**src/rtl/fetch_queue_stage.sv**
```systemverilog
//==============================================================================
// fetch_queue_stage : credit-based instruction fetch with a DEPTH-entry queue
// Optional feature: FETCH_BYPASS_EN (same-cycle response-to-decode bypass)
// Revision: 1.0
//==============================================================================
`default_nettype none

module fetch_queue_stage #(
   parameter int unsigned DEPTH    = 4,
   parameter logic [31:0] RESET_PC = 32'h0000_0000
) (
   input  logic        clk_i,
   input  logic        rst_i,
   input  logic [1:0]  PCsrc_i,
   input  logic [31:0] pcPlusImm_i,
   input  logic [31:0] regPlusImm_i,
   input  logic        id_ready_i,
   output logic        imem_req_o,
   output logic [31:0] imem_addr_o,
   input  logic        imem_ready_i,
   input  logic        imem_rvalid_i,
   input  logic [31:0] imem_rdata_i,
   output logic        valid_o,
   output logic [4:0]  rs1_o,
   output logic [4:0]  rs2_o,
   output logic [4:0]  rd_o,
   output logic [24:0] Instr31_7_o,
   output logic [6:0]  op_o,
   output logic [2:0]  funct3_o,
   output logic [31:0] PC_o,
   output logic [31:0] pcPlus4_o
);

   localparam int AW = (DEPTH > 1) ? $clog2(DEPTH) : 1;
   localparam int CW = AW + 1;
   localparam int SW = CW + 1;

   logic [31:0]      r_fetch_pc;
   logic [31:0]      r_shadow_pc;
   logic [31:0]      r_q_instr [DEPTH];
   logic [31:0]      r_q_pc    [DEPTH];
   logic [DEPTH-1:0] r_q_live;
   logic [AW-1:0]    r_wptr;
   logic [AW-1:0]    r_rptr;
   logic [CW-1:0]    r_count;
   logic [CW-1:0]    r_inflight;
   logic [CW-1:0]    r_drop;

   logic          w_redirect;
   logic [31:0]   w_target;
   logic [SW-1:0] w_credit_used;
   logic          w_accept;
   logic          w_q_empty;
   logic          w_keep;
   logic          w_bypass;
   logic          w_pop_q;
   logic          w_push;
   logic [31:0]   w_out_instr;
   logic [31:0]   w_out_pc;
   logic          w_out_live;

   assign w_redirect    = (PCsrc_i == 2'b01) || (PCsrc_i == 2'b10);
   assign w_target      = (PCsrc_i == 2'b10) ? {regPlusImm_i[31:2], 2'b00}
                                             : {pcPlusImm_i[31:2], 2'b00};
   assign w_credit_used = {1'b0, r_count} + {1'b0, r_inflight};

   // Requests are held low while reset is asserted, so the first one appears
   // in the cycle that reset is released.
   assign imem_req_o  = !rst_i && !w_redirect && (w_credit_used < SW'(DEPTH));
   assign imem_addr_o = r_fetch_pc;
   assign w_accept    = imem_req_o && imem_ready_i;

   assign w_q_empty = (r_count == '0);
   assign w_keep    = imem_rvalid_i && (r_drop == '0) && !w_redirect;

`ifdef FETCH_BYPASS_EN
   assign w_bypass = w_q_empty && w_keep;
`else
   assign w_bypass = 1'b0;
`endif

   assign w_pop_q = !w_redirect && !w_q_empty && id_ready_i;
   assign w_push  = w_keep && !(w_bypass && id_ready_i);

   assign w_out_instr = w_bypass ? imem_rdata_i : r_q_instr[r_rptr];
   assign w_out_pc    = w_bypass ? r_shadow_pc  : r_q_pc[r_rptr];
   assign w_out_live  = w_bypass || r_q_live[r_rptr];

   assign valid_o     = !w_redirect && (!w_q_empty || w_bypass);
   assign rs1_o       = w_out_instr[19:15];
   assign rs2_o       = w_out_instr[24:20];
   assign rd_o        = w_out_instr[11:7];
   assign Instr31_7_o = w_out_instr[31:7];
   assign op_o        = w_out_instr[6:0];
   assign funct3_o    = w_out_instr[14:12];
   assign PC_o        = w_out_pc;
   // An entry never written since reset reports 0 here rather than 4.
   assign pcPlus4_o   = w_out_live ? (w_out_pc + 32'd4) : 32'd0;

   always_ff @(posedge clk_i or posedge rst_i) begin
      if (rst_i) begin
         r_fetch_pc  <= RESET_PC;
         r_shadow_pc <= RESET_PC;
         r_wptr      <= '0;
         r_rptr      <= '0;
         r_count     <= '0;
         r_inflight  <= '0;
         r_drop      <= '0;
         r_q_live    <= '0;
         for (int i = 0; i < int'(DEPTH); i++) begin
            r_q_instr[i] <= '0;
            r_q_pc[i]    <= '0;
         end
      end else begin
         r_inflight <= r_inflight + CW'(w_accept) - CW'(imem_rvalid_i);
         if (w_redirect) begin
            // Everything still outstanding, minus a response landing now, is stale.
            r_fetch_pc  <= w_target;
            r_shadow_pc <= w_target;
            r_wptr      <= '0;
            r_rptr      <= '0;
            r_count     <= '0;
            r_drop      <= r_inflight - CW'(imem_rvalid_i);
         end else begin
            if (w_accept) begin
               r_fetch_pc <= r_fetch_pc + 32'd4;
            end
            if (imem_rvalid_i && (r_drop != '0)) begin
               r_drop <= r_drop - CW'(1);
            end
            if (w_keep) begin
               r_shadow_pc <= r_shadow_pc + 32'd4;
            end
            if (w_push) begin
               r_q_instr[r_wptr] <= imem_rdata_i;
               r_q_pc[r_wptr]    <= r_shadow_pc;
               r_q_live[r_wptr]  <= 1'b1;
               r_wptr            <= r_wptr + AW'(1);
            end
            if (w_pop_q) begin
               r_rptr <= r_rptr + AW'(1);
            end
            r_count <= r_count + CW'(w_push) - CW'(w_pop_q);
         end
      end
   end

endmodule

`default_nettype wire

```
**config.mk**
```make
export PLATFORM = sky130hd
export DESIGN_NAME = fetch_queue_stage
export DESIGN_NICKNAME = d
export VERILOG_FILES = /design/src/rtl/fetch_queue_stage.sv
export SDC_FILE = /design/constraint.sdc
export NUM_CORES = 1
export LEC_CHECK = 0
export ABC_AREA = 1
export CORE_MARGIN = 2
export CORE_UTILIZATION = 50
export DETAILED_ROUTE_END_ITERATION = 6
export GPL_TIMING_DRIVEN = 1
export PLACE_DENSITY = 0.8
export SYNTH_ARGS = -nofsm -noshare
export SYNTH_HDL_FRONTEND = slang
export SYNTH_SLANG_ARGS = --single-unit
```
**constraint.sdc**
```tcl
create_clock -name clk_i -period 20.3 [get_ports clk_i]
set_input_delay 4.06 -clock clk_i [delete_from_list [all_inputs] [get_ports clk_i]]
set_output_delay 4.06 -clock clk_i [all_outputs]
set_load 0.01 [all_outputs]
```
==> results of run 1 <==
## flip-flops by register name, summed over array words and instances (netlist names)
register,cells
r_count,3
imem_addr_o,30
r_inflight,3
r_wptr,2
r_q_live,4
r_shadow_pc,30
r_drop,3
r_q_instr,128
r_q_pc,120
r_rptr,2
## layer usage
| metal | up-vias | wire, um |
|---|---|---|
| li1 | 8004 | - |
| met1 | 7737 | 21400 |
| met2 | 654 | 22300 |
| met3 | 85 | 3520 |
| met4 | 0 | 1100 |
| met5 | - | 0 |
## cell usage in the layout (no fill, tap or decap), types with 2 or more instances in the layout
cell type / netlist / routed
a21o_1: 2 / 2
a21oi_1: 53 / 53
a22oi_1: 10 / 10
a31oi_1: 19 / 19
buf_4: 28 / 12
bufinv_16: 0 / 4
clkbuf_1: 89 / 3
clkbuf_16: 0 / 38
clkbuf_8: 0 / 4
clkdlybuf4s50_1: 0 / 240
clkinv_2: 0 / 6
clkinvlp_4: 0 / 6
conb_1: 1 / 6
dfrtp_1: 325 / 323
fa_1: 2 / 2
ha_1: 18 / 17
inv_1: 192 / 191
inv_2: 4 / 4
nand2_1: 685 / 681
nand2_2: 27 / 27
nand2_4: 1 / 5
nand3_1: 73 / 73
nand3b_1: 2 / 2
nand4_1: 16 / 16
nor2_1: 293 / 293
nor2_2: 9 / 9
nor2_4: 4 / 4
nor3_1: 26 / 26
o211ai_1: 6 / 6
o21ai_0: 419 / 419
o21bai_1: 3 / 3
o22ai_1: 36 / 36
xnor2_1: 3 / 3
xor2_1: 12 / 12
## cell type report
| class | instances | share of cell area (%) |
|---|---|---|
| timing repair buffer | 253 | 11.9 |
| tap | 455 | 2.69 |
| multi-input combinational | 1733 | 37.6 |
| inverter | 197 | 3.54 |
| clock inverter | 18 | 1.04 |
| sequential | 325 | 38.5 |
| clock buffer | 45 | 4.81 |
## power by group
group          switching, W  internal [W]
registers          0.000149      0.000824
clock network      0.000268      0.000408
logic              0.000739      0.000573
total               0.00116       0.00180
## per-stage QoR
stage,util (%),power (W),std cells,setup slack (ns),area (sq um)
3_5_place_dp,57.7,0.00228,2963,9.32,19900
6_report,61.2,0.00296,3026,9.28,21200
5_1_grt,61.2,0.00316,3026,9.12,21200
4_1_cts,61.2,0.00297,3026,9.32,21200
2_1_floorplan,-,0.00172,2405,4.63,17600
3_3_place_gp,57.7,0.00224,2963,9.35,19900
## kinds of logic after synthesis
kind of cell             synth area share (%)
AND/OR/NAND/NOR                          26.2
adder cells (fa/ha/maj)                  1.51
buffers and inverters                    8.60
other                                  0.0214
AO/OA/AOI/OAI                            16.6
XOR/XNOR                                0.749
flip-flops                               46.4
## tightest hold or removal path, cell delays in order, from the launching register on
cell     delay [ns]
dfrtp_1        0.34
inv_1          0.04
nand2_1        0.05
## final timing paths
path                        startpoint            to  slack, ns
setup / recovery            PCsrc_i[0]       valid_o       9.28
hold / removal             r_q_live[2]   r_q_live[2]       0.47
setup reg to reg             r_drop[0]    r_q_pc[60]      17.38
hold reg to reg            r_q_live[2]   r_q_live[2]       0.47
max in group asynchronous        rst_i  r_q_instr[3]      14.69
min in group asynchronous        rst_i    r_count[0]       4.17
==> key figures, run 1 <==
Worst setup path
  • WP buf/inv: 5
  • Top Family by Delay on Critical Path: buffers and inverters
  • Critical Path Source Type: primary input
  • CP max stage cell: clkdlybuf4s50_1
  • Slowest stage delay, CP: 0.62 ns
  • CP Data Required Time: 16.24 ns
  • Crit-path cells: clkdlybuf4s50_1 -> inv_1 -> ha_2 -> buf_4 -> inv_2 -> a21oi_1 -> clkdlybuf4s50_1
  • Crit Path Class: in -> out
  • Critical path depth: 7
  • Critical Path Sink Type: output port
  • CP arrival: 6.96 ns
  • Critical Path Most Common Cell: clkdlybuf4s50_1
  • CP max FO: 70
  • R2R depth: 8

Yosys
  • Sequential fraction of the synthesis area: 46.4%
  • Largest area contributor in the synthesized netlist: dfrtp_1
  • Dominant cells by area after synthesis: dfrtp_1 46%, nand2_1 15%, o21ai_0 12%
  • Yosys reg bits: 325
  • Distinct cells, synth: 41
  • Most used DFF post-synth: dfrtp_1
  • EDFF count, synth: 0
  • Synth cell count leaders: 685 x nand2_1, 419 x o21ai_0, 325 x dfrtp_1, 293 x nor2_1, 192 x inv_1
  • Warnings, synthesis: 0
  • Top-count cell post-synth: nand2_1
  • Async SR Flop Fraction: 100%
  • Post-Syn Area per Cell: 7.31 sq um
  • Synth Instances: 2400
  • Yosys top cell area share: 46.4%
  • Syn Std Cell Area: 0.0175 sq mm

STA
  • # setup viols final: 0
  • Period minus WS final: 11.02 ns
  • Slew @ Worst Pin: 1.02 ns
  • Max_slew headroom: 32.3%
  • Max-slew violation count: 0
  • RSZ-0062 raised after global routing: no
  • Hold_ws: 0.467 ns
  • Maximum clock rate: 90.8 MHz
  • Final TNS setup: 0 ns
  • Fin crit share: 54.3%
  • Worst Skew: 0.0284 ns
  • Final hold violations: 0

Floorplanning
  • Die Area: 0.0366 sq mm
  • Core area: 0.0345 sq mm
  • Chip height: 191 um
  • Die Wd: 191 um
  • Initial core utilization: 50.8%
  • Cell Rows: 68
  • IO Count: 251

Global route
  • Busiest grt layer: met2
  • Initial antenna violation count: 0
  • M3 GR Usage: 3.64%
  • Vias in the first global route: 15500
  • GR Util All Layers: 26.3%
  • M1 GR Usage: 37.4%
  • Global route overflow: 0
  • First-pass GRT wire length: 78400 um
  • Largest net degree at the start of global routing: 181
  • Global Route met2 Usage: 42.4%

Route
  • DR vias/cell: 5.45
  • Drc violations: 0
  • Antenna viol nets, final: 0
  • Drt first pass iters: 6
  • Routed via count: 16500
  • Routed WL: 48300 um
  • 1st-iter DRT viols: 1539
  • WL per Instance: 16.0 um

CTS
  • Sinks on Clock Net: 325
  • Postcts setup bufs: 0
  • Post-cts resize count: 0
  • Worst-Skew Late Latency: 0.53 ns
  • Hold-fix buffers, CTS: 0
  • CTS Buf Count: 36
  • Clk root buf: clkbuf_16
  • Clock buffer depth: 3
  • Clock slew at reported path FFs: 0.06 ns
  • H-tree depth: 2
  • CTS tree: done

Finish
  • Fillers: 3034
  • Fraction of layout cells with a size suffix above 1: 5.02%
  • Fin nets: 2669
  • Multi-input gate area: 0.00795 sq mm
  • Reg area: 0.00814 sq mm
  • Area grow syn2layout: 20.6%
  • # diodes: 0

Power and ir drop
  • Pleak: 10.1 nW
  • Power per cell area: 140 mW/mm^2
  • VDD IR max: 0.0990 mV

Placement
  • Input/output buffers: 240
  • HPWL Detailed: 31200 um
  • GPL Wtd Cong: 0.894

Min path
  • Type of the worst min-delay path: reg -> reg
  • Worst hold stages: 2

Flow run
  • MaxCap Viol Count: 0

Run status
  • Status: complete, no violations
No activity file was read; power rests on OpenSTA's default activity.
==> inputs of run 2 (changes only) <==
clock period = 11.25 ns   (was 20.3 ns; I/O delays follow)
==> run 2 against run 1 <==
Clock skew fell by 0.0036 ns. Highest routed layer unchanged. Routed wire length grew 0.69%. Via count is 0.97% higher. Die area is the same. Sequential share of layout area up 0.089 points. Worst hold slack worse by 0.0071 ns. Largest cell class unchanged. Final area fell by 0.23%. First-iteration DRC count grew 1.3%. Global-route usage is 0.43 points higher. Largest power group unchanged. Total power increased by 79%.
==> key figures, run 2 (synthesis gave the netlist of run 1 again) <==
Worst setup path
  • Critical Path Sink Type: output port
  • CP max stage cell: dfrtp_4
  • Crit-path cells: inv_4 -> buf_4 -> nand2_1 -> nand2_1 -> nand2_1 -> nand2_1 -> nand2_1 -> nor2_1 -> nand2_2 -> nor2_1 -> nor2_1 -> nor3_1 -> clkdlybuf4s50_1
  • Slowest stage delay, CP: 0.77 ns
  • Critical Path Source Type: register
  • CP max FO: 79
  • CP arrival: 4.75 ns
  • CP Data Required Time: 9.00 ns
  • Crit Path Class: reg -> out
  • Critical Path Most Common Cell: nand2_1

Floorplanning
  • Die Area: 0.0366 sq mm
  • Chip height: 191 um
  • Initial core utilization: 50.8%
  • Cell Rows: 68
  • Die Wd: 191 um
  • Core area: 0.0345 sq mm
  • IO Count: 251

CTS
  • Sinks on Clock Net: 325
  • Clock slew at reported path FFs: 0.06 ns
  • Worst-Skew Late Latency: 0.52 ns
  • CTS tree: done
  • Postcts setup bufs: 0
  • H-tree depth: 2
  • Clk root buf: clkbuf_16
  • Clock buffer depth: 3
  • CTS Buf Count: 35
  • Post-cts resize count: 0
  • Hold-fix buffers, CTS: 0

Power and ir drop
  • Total Power: 0.00529 W
  • VDD IR max: 0.136 mV
  • Pleak: 10.1 nW
  • Power per cell area: 251 mW/mm^2

Route
  • Antenna viol nets, final: 0
  • Routed via count: 16600
  • Drc violations: 0
  • Routed WL: 48700 um
  • DR vias/cell: 5.50
  • WL per Instance: 16.1 um
  • 1st-iter DRT viols: 1559
  • Drt first pass iters: 7

Global route
  • Initial antenna violation count: 0
  • Vias in the first global route: 15900
  • GR Util All Layers: 26.8%
  • Global route overflow: 0
  • First-pass GRT wire length: 79600 um
  • Largest net degree at the start of global routing: 192

Finish
  • Final core occ: 61.1%
  • Fraction of layout cells with a size suffix above 1: 5.05%
  • Top library cells by usage in the layout, fill and taps aside: 681 x nand2_1, 419 x o21ai_0, 323 x dfrtp_1
  • Largest register FFs: 128
  • # diodes: 0
  • Biggest register: r_q_instr
  • Fin nets: 2671
  • Commonest non-fill, non-tap cell in the layout: nand2_1
  • Layout Cells excl Fill: 3027
  • Area grow syn2layout: 20.4%
  • Top flop regs: r_q_instr: 128 flops, r_q_pc: 120 flops

Placement
  • Input/output buffers: 240
  • Placed cell count: 2966
  • Worst slack at placement: 4.30 ns
  • HPWL Detailed: 31600 um
  • GPL Wtd Cong: 0.909

Min path
  • Type of the worst min-delay path: reg -> reg

STA
  • Maximum clock rate: 143 MHz
  • Setup WS post-layout: 4.25 ns
  • RSZ-0062 raised after global routing: no
  • Slew @ Worst Pin: 1.19 ns
  • Period minus WS final: 7.00 ns
  • Final hold violations: 0
  • # setup viols final: 0
  • Worst Skew: 0.0248 ns
  • Max-slew violation count: 0
  • Fin crit share: 62.2%
  • Max_slew headroom: 20.8%
  • Final TNS setup: 0 ns

Flow run
  • MaxCap Viol Count: 0

Run status
  • Status: complete, no violations
## run 2: final timing paths
kind,slack (ns),to,depth (start not counted),from
setup / recovery,4.25,pcPlus4_o[14],13,r_rptr[0]
hold / removal,0.46,r_q_live[0],2,r_q_live[0]
setup reg to reg,8.26,r_q_pc[28],8,r_drop[0]
hold reg to reg,0.46,r_q_live[0],2,r_q_live[0]
max in group asynchronous,7.40,r_q_pc[7],4,rst_i
min in group asynchronous,2.30,r_q_instr[24],3,rst_i
## run 2: stage by stage
| stage | hold WS (ns) | area (sq um) |
|---|---|---|
| 3_3_place_gp | 0.435 | 19900 |
| 2_1_floorplan | 0.423 | 17600 |
| 6_report | 0.460 | 21100 |
| 3_5_place_dp | 0.439 | 19900 |
| 4_1_cts | 0.455 | 21100 |
| 5_1_grt | 0.465 | 21100 |
## run 2: layout make-up
class                      count  area, sq um
fill                        3063        13400
sequential                   325         8140
multi-input combinational   1733         7950
timing repair buffer         256         2530
clock buffer                  48         1040
inverter                     197          746
tap                          455          569
clock inverter                13          134
## run 2: layer usage
| metal | share of wire, % | vias to the layer above | wire (um) | track usage, % |
|---|---|---|---|---|
| met5 | 0 | - | 0 | 0 |
| met1 | 43 | 7844 | 21100 | 37.1 |
| li1 | - | 8028 | - | - |
| met3 | 8.0 | 90 | 3890 | 3.86 |
| met2 | 46 | 678 | 22600 | 43.4 |
| met4 | 2.4 | 0 | 1160 | 8.70 |
## run 2: worst max-delay path, delay by kind of cell, from the launching register on
kind / cells / cell delay (ns)
buf+inv: 3 / 1.95
flops: 1 / 0.77
simple gates: 10 / 1.44
## run 2: power by group
group	total, W	internal [W]	switching (W)
sequential	0.00176	0.00149	0.000271
clock	0.00116	0.000692	0.000466
combinational	0.00237	0.00103	0.00134
total	0.00529	0.00321	0.00208
==> inputs of run 3 (changes only) <==
clock period = 7.14 ns   (was 11.25 ns; I/O delays follow)
==> run 3 against run 2 <==
Combinational power grew 57%. Via count is 0.66% lower. Non-clock buffer count down 1. Highest routed layer unchanged. Critical path depth unchanged. First-iteration DRC count is the same. Clock power is 64% higher. Critical endpoint unchanged. Count of clock-buffer cells in the layout increased by 4. Utilization increased by 0.16 points. Register-to-register slack got worse by 4.1 ns. Sequential power up 57%.
==> key figures, run 3 (synthesis gave the netlist of run 1 again) <==
CTS
  • Clock slew at reported path FFs: 0.06 ns
  • CTS tree: done
  • Worst-Skew Late Latency: 0.53 ns
  • Clk root buf: clkbuf_16
  • Postcts setup bufs: 0
  • Sinks on Clock Net: 325
  • CTS Buf Count: 37
  • Post-cts resize count: 0
  • Clock buffer depth: 3
  • H-tree depth: 2
  • Hold-fix buffers, CTS: 0

Placement
  • HPWL Detailed: 31600 um
  • GPL Wtd Cong: 0.897
  • Input/output buffers: 240
  • Worst slack at placement: 1.95 ns

Floorplanning
  • Chip height: 191 um
  • Die Wd: 191 um
  • Core area: 0.0345 sq mm
  • Die Area: 0.0366 sq mm
  • Initial core utilization: 50.8%
  • Cell Rows: 68
  • IO Count: 251

Run status
  • Status: complete, no violations

Route
  • WL per Instance: 15.9 um
  • Drt first pass iters: 5
  • Drc violations: 0
  • Antenna viol nets, final: 0
  • Routed via count: 16500
  • 1st-iter DRT viols: 1559
  • Routed WL: 48000 um
  • DR vias/cell: 5.46

Finish
  • Commonest non-fill, non-tap cell in the layout: nand2_1
  • Fillers: 3059
  • Biggest register: r_q_instr
  • Fin nets: 2672
  • Area grow syn2layout: 20.7%
  • Fraction of layout cells with a size suffix above 1: 4.97%
  • Reg area: 0.00814 sq mm
  • # diodes: 0
  • Top flop regs: r_q_instr: 128 flops, r_q_pc: 120 flops
  • Multi-input gate area: 0.00795 sq mm
  • Top library cells by usage in the layout, fill and taps aside: 681 x nand2_1, 419 x o21ai_0, 323 x dfrtp_1
  • Largest register FFs: 128

Worst setup path
  • Critical Path Sink Type: output port
  • CP max FO: 72
  • CP Data Required Time: 5.71 ns
  • CP arrival: 4.37 ns
  • Critical Path Source Type: register
  • Crit Path Class: reg -> out

Global route
  • First-pass GRT wire length: 78100 um
  • GR Util All Layers: 26.4%
  • Largest net degree at the start of global routing: 183
  • Initial antenna violation count: 0
  • Global route overflow: 0
  • Vias in the first global route: 15700

Min path
  • Type of the worst min-delay path: reg -> reg

STA
  • Final hold violations: 0
  • Max_slew headroom: 33.0%
  • Period minus WS final: 5.80 ns
  • # setup viols final: 0
  • RSZ-0062 raised after global routing: no
  • Worst Skew: 0.0303 ns
  • Max-slew violation count: 0
  • Fin crit share: 81.2%
  • Maximum clock rate: 172 MHz
  • Slew @ Worst Pin: 1.00 ns
  • Setup WS post-layout: 1.34 ns

Power and ir drop
  • Pint: 0.00513 W
  • Combinational share of power: 44.4%
  • Total Power: 0.00839 W
  • Pleak: 10.1 nW
  • Power per cell area: 397 mW/mm^2
  • Net Sw Power: 0.00326 W
  • Sw Share: 38.9%
  • Clock power frac: 22.6%
  • VDD IR max: 0.221 mV
  • Seq pwr share: 33.0%

Flow run
  • MaxCap Viol Count: 0
run 3: worst paths after layout:
path                             start            end  slack (ns)  cells past startpoint
max                          r_rptr[0]  pcPlus4_o[14]        1.34                     13
min                        r_q_live[0]    r_q_live[0]        0.45                      2
max reg2reg                  r_drop[0]   r_q_instr[8]        4.19                      8
min reg2reg                r_q_live[0]    r_q_live[0]        0.45                      2
max in group asynchronous        rst_i     r_q_pc[31]        4.06                      4
min in group asynchronous        rst_i  r_q_instr[88]        1.58                      3
run 3: per-stage QoR:
step / instance area, sq um / utilization [%] / TNS (ns) / hold WS [ns] / instances
2_1_floorplan: 17600 / - / -4.58 / 0.423 / 2405
3_3_place_gp: 19900 / 57.7 / 0 / 0.436 / 2965
3_5_place_dp: 19900 / 57.7 / 0 / 0.444 / 2965
4_1_cts: 21200 / 61.2 / 0 / 0.458 / 3029
5_1_grt: 21200 / 61.2 / 0 / 0.496 / 3029
6_report: 21200 / 61.2 / 0 / 0.454 / 3029
run 3: layout make-up:
type | count | area share (%)
Clock inverter | 12 | 0.745
Multi-Input combinational cell | 1733 | 37.6
Clock buffer | 52 | 5.07
Tap cell | 455 | 2.69
Sequential cell | 325 | 38.5
Timing Repair Buffer | 255 | 11.9
Inverter | 197 | 3.52
run 3: critical path: stages, from the launching register on:
cell	delay, ns
dfrtp_4	0.73
inv_4	0.71
nand2_1	0.11
nand2_1	0.09
nand2_1	0.05
nand2_1	0.20
ha_1	0.24
nand2_1	0.08
nor2_1	0.20
nand2_2	0.15
nor2_1	0.25
nor2_1	0.07
nor3_1	0.29
clkdlybuf4s50_1	0.61
run 3: per-layer routing:
metal	vias to the layer above	track usage [%]	share of wire (%)
li1	8010	-	-
met5	-	0	0
met3	87	4.06	6.9
met1	7815	35.8	44
met4	0	7.63	2.5
met2	619	43.8	47
run 3: power groups by stage:
stage	clock network [W]	logic [W]	registers, W
5_1_grt	0.00201	0.00412	0.00283
3_5_place_dp	0	0.00371	0.00278
4_1_cts	0.00192	0.00373	0.00276
6_report	0.00190	0.00372	0.00277
3_3_place_gp	0	0.00363	0.00276
2_1_floorplan	0	0.00223	0.00266
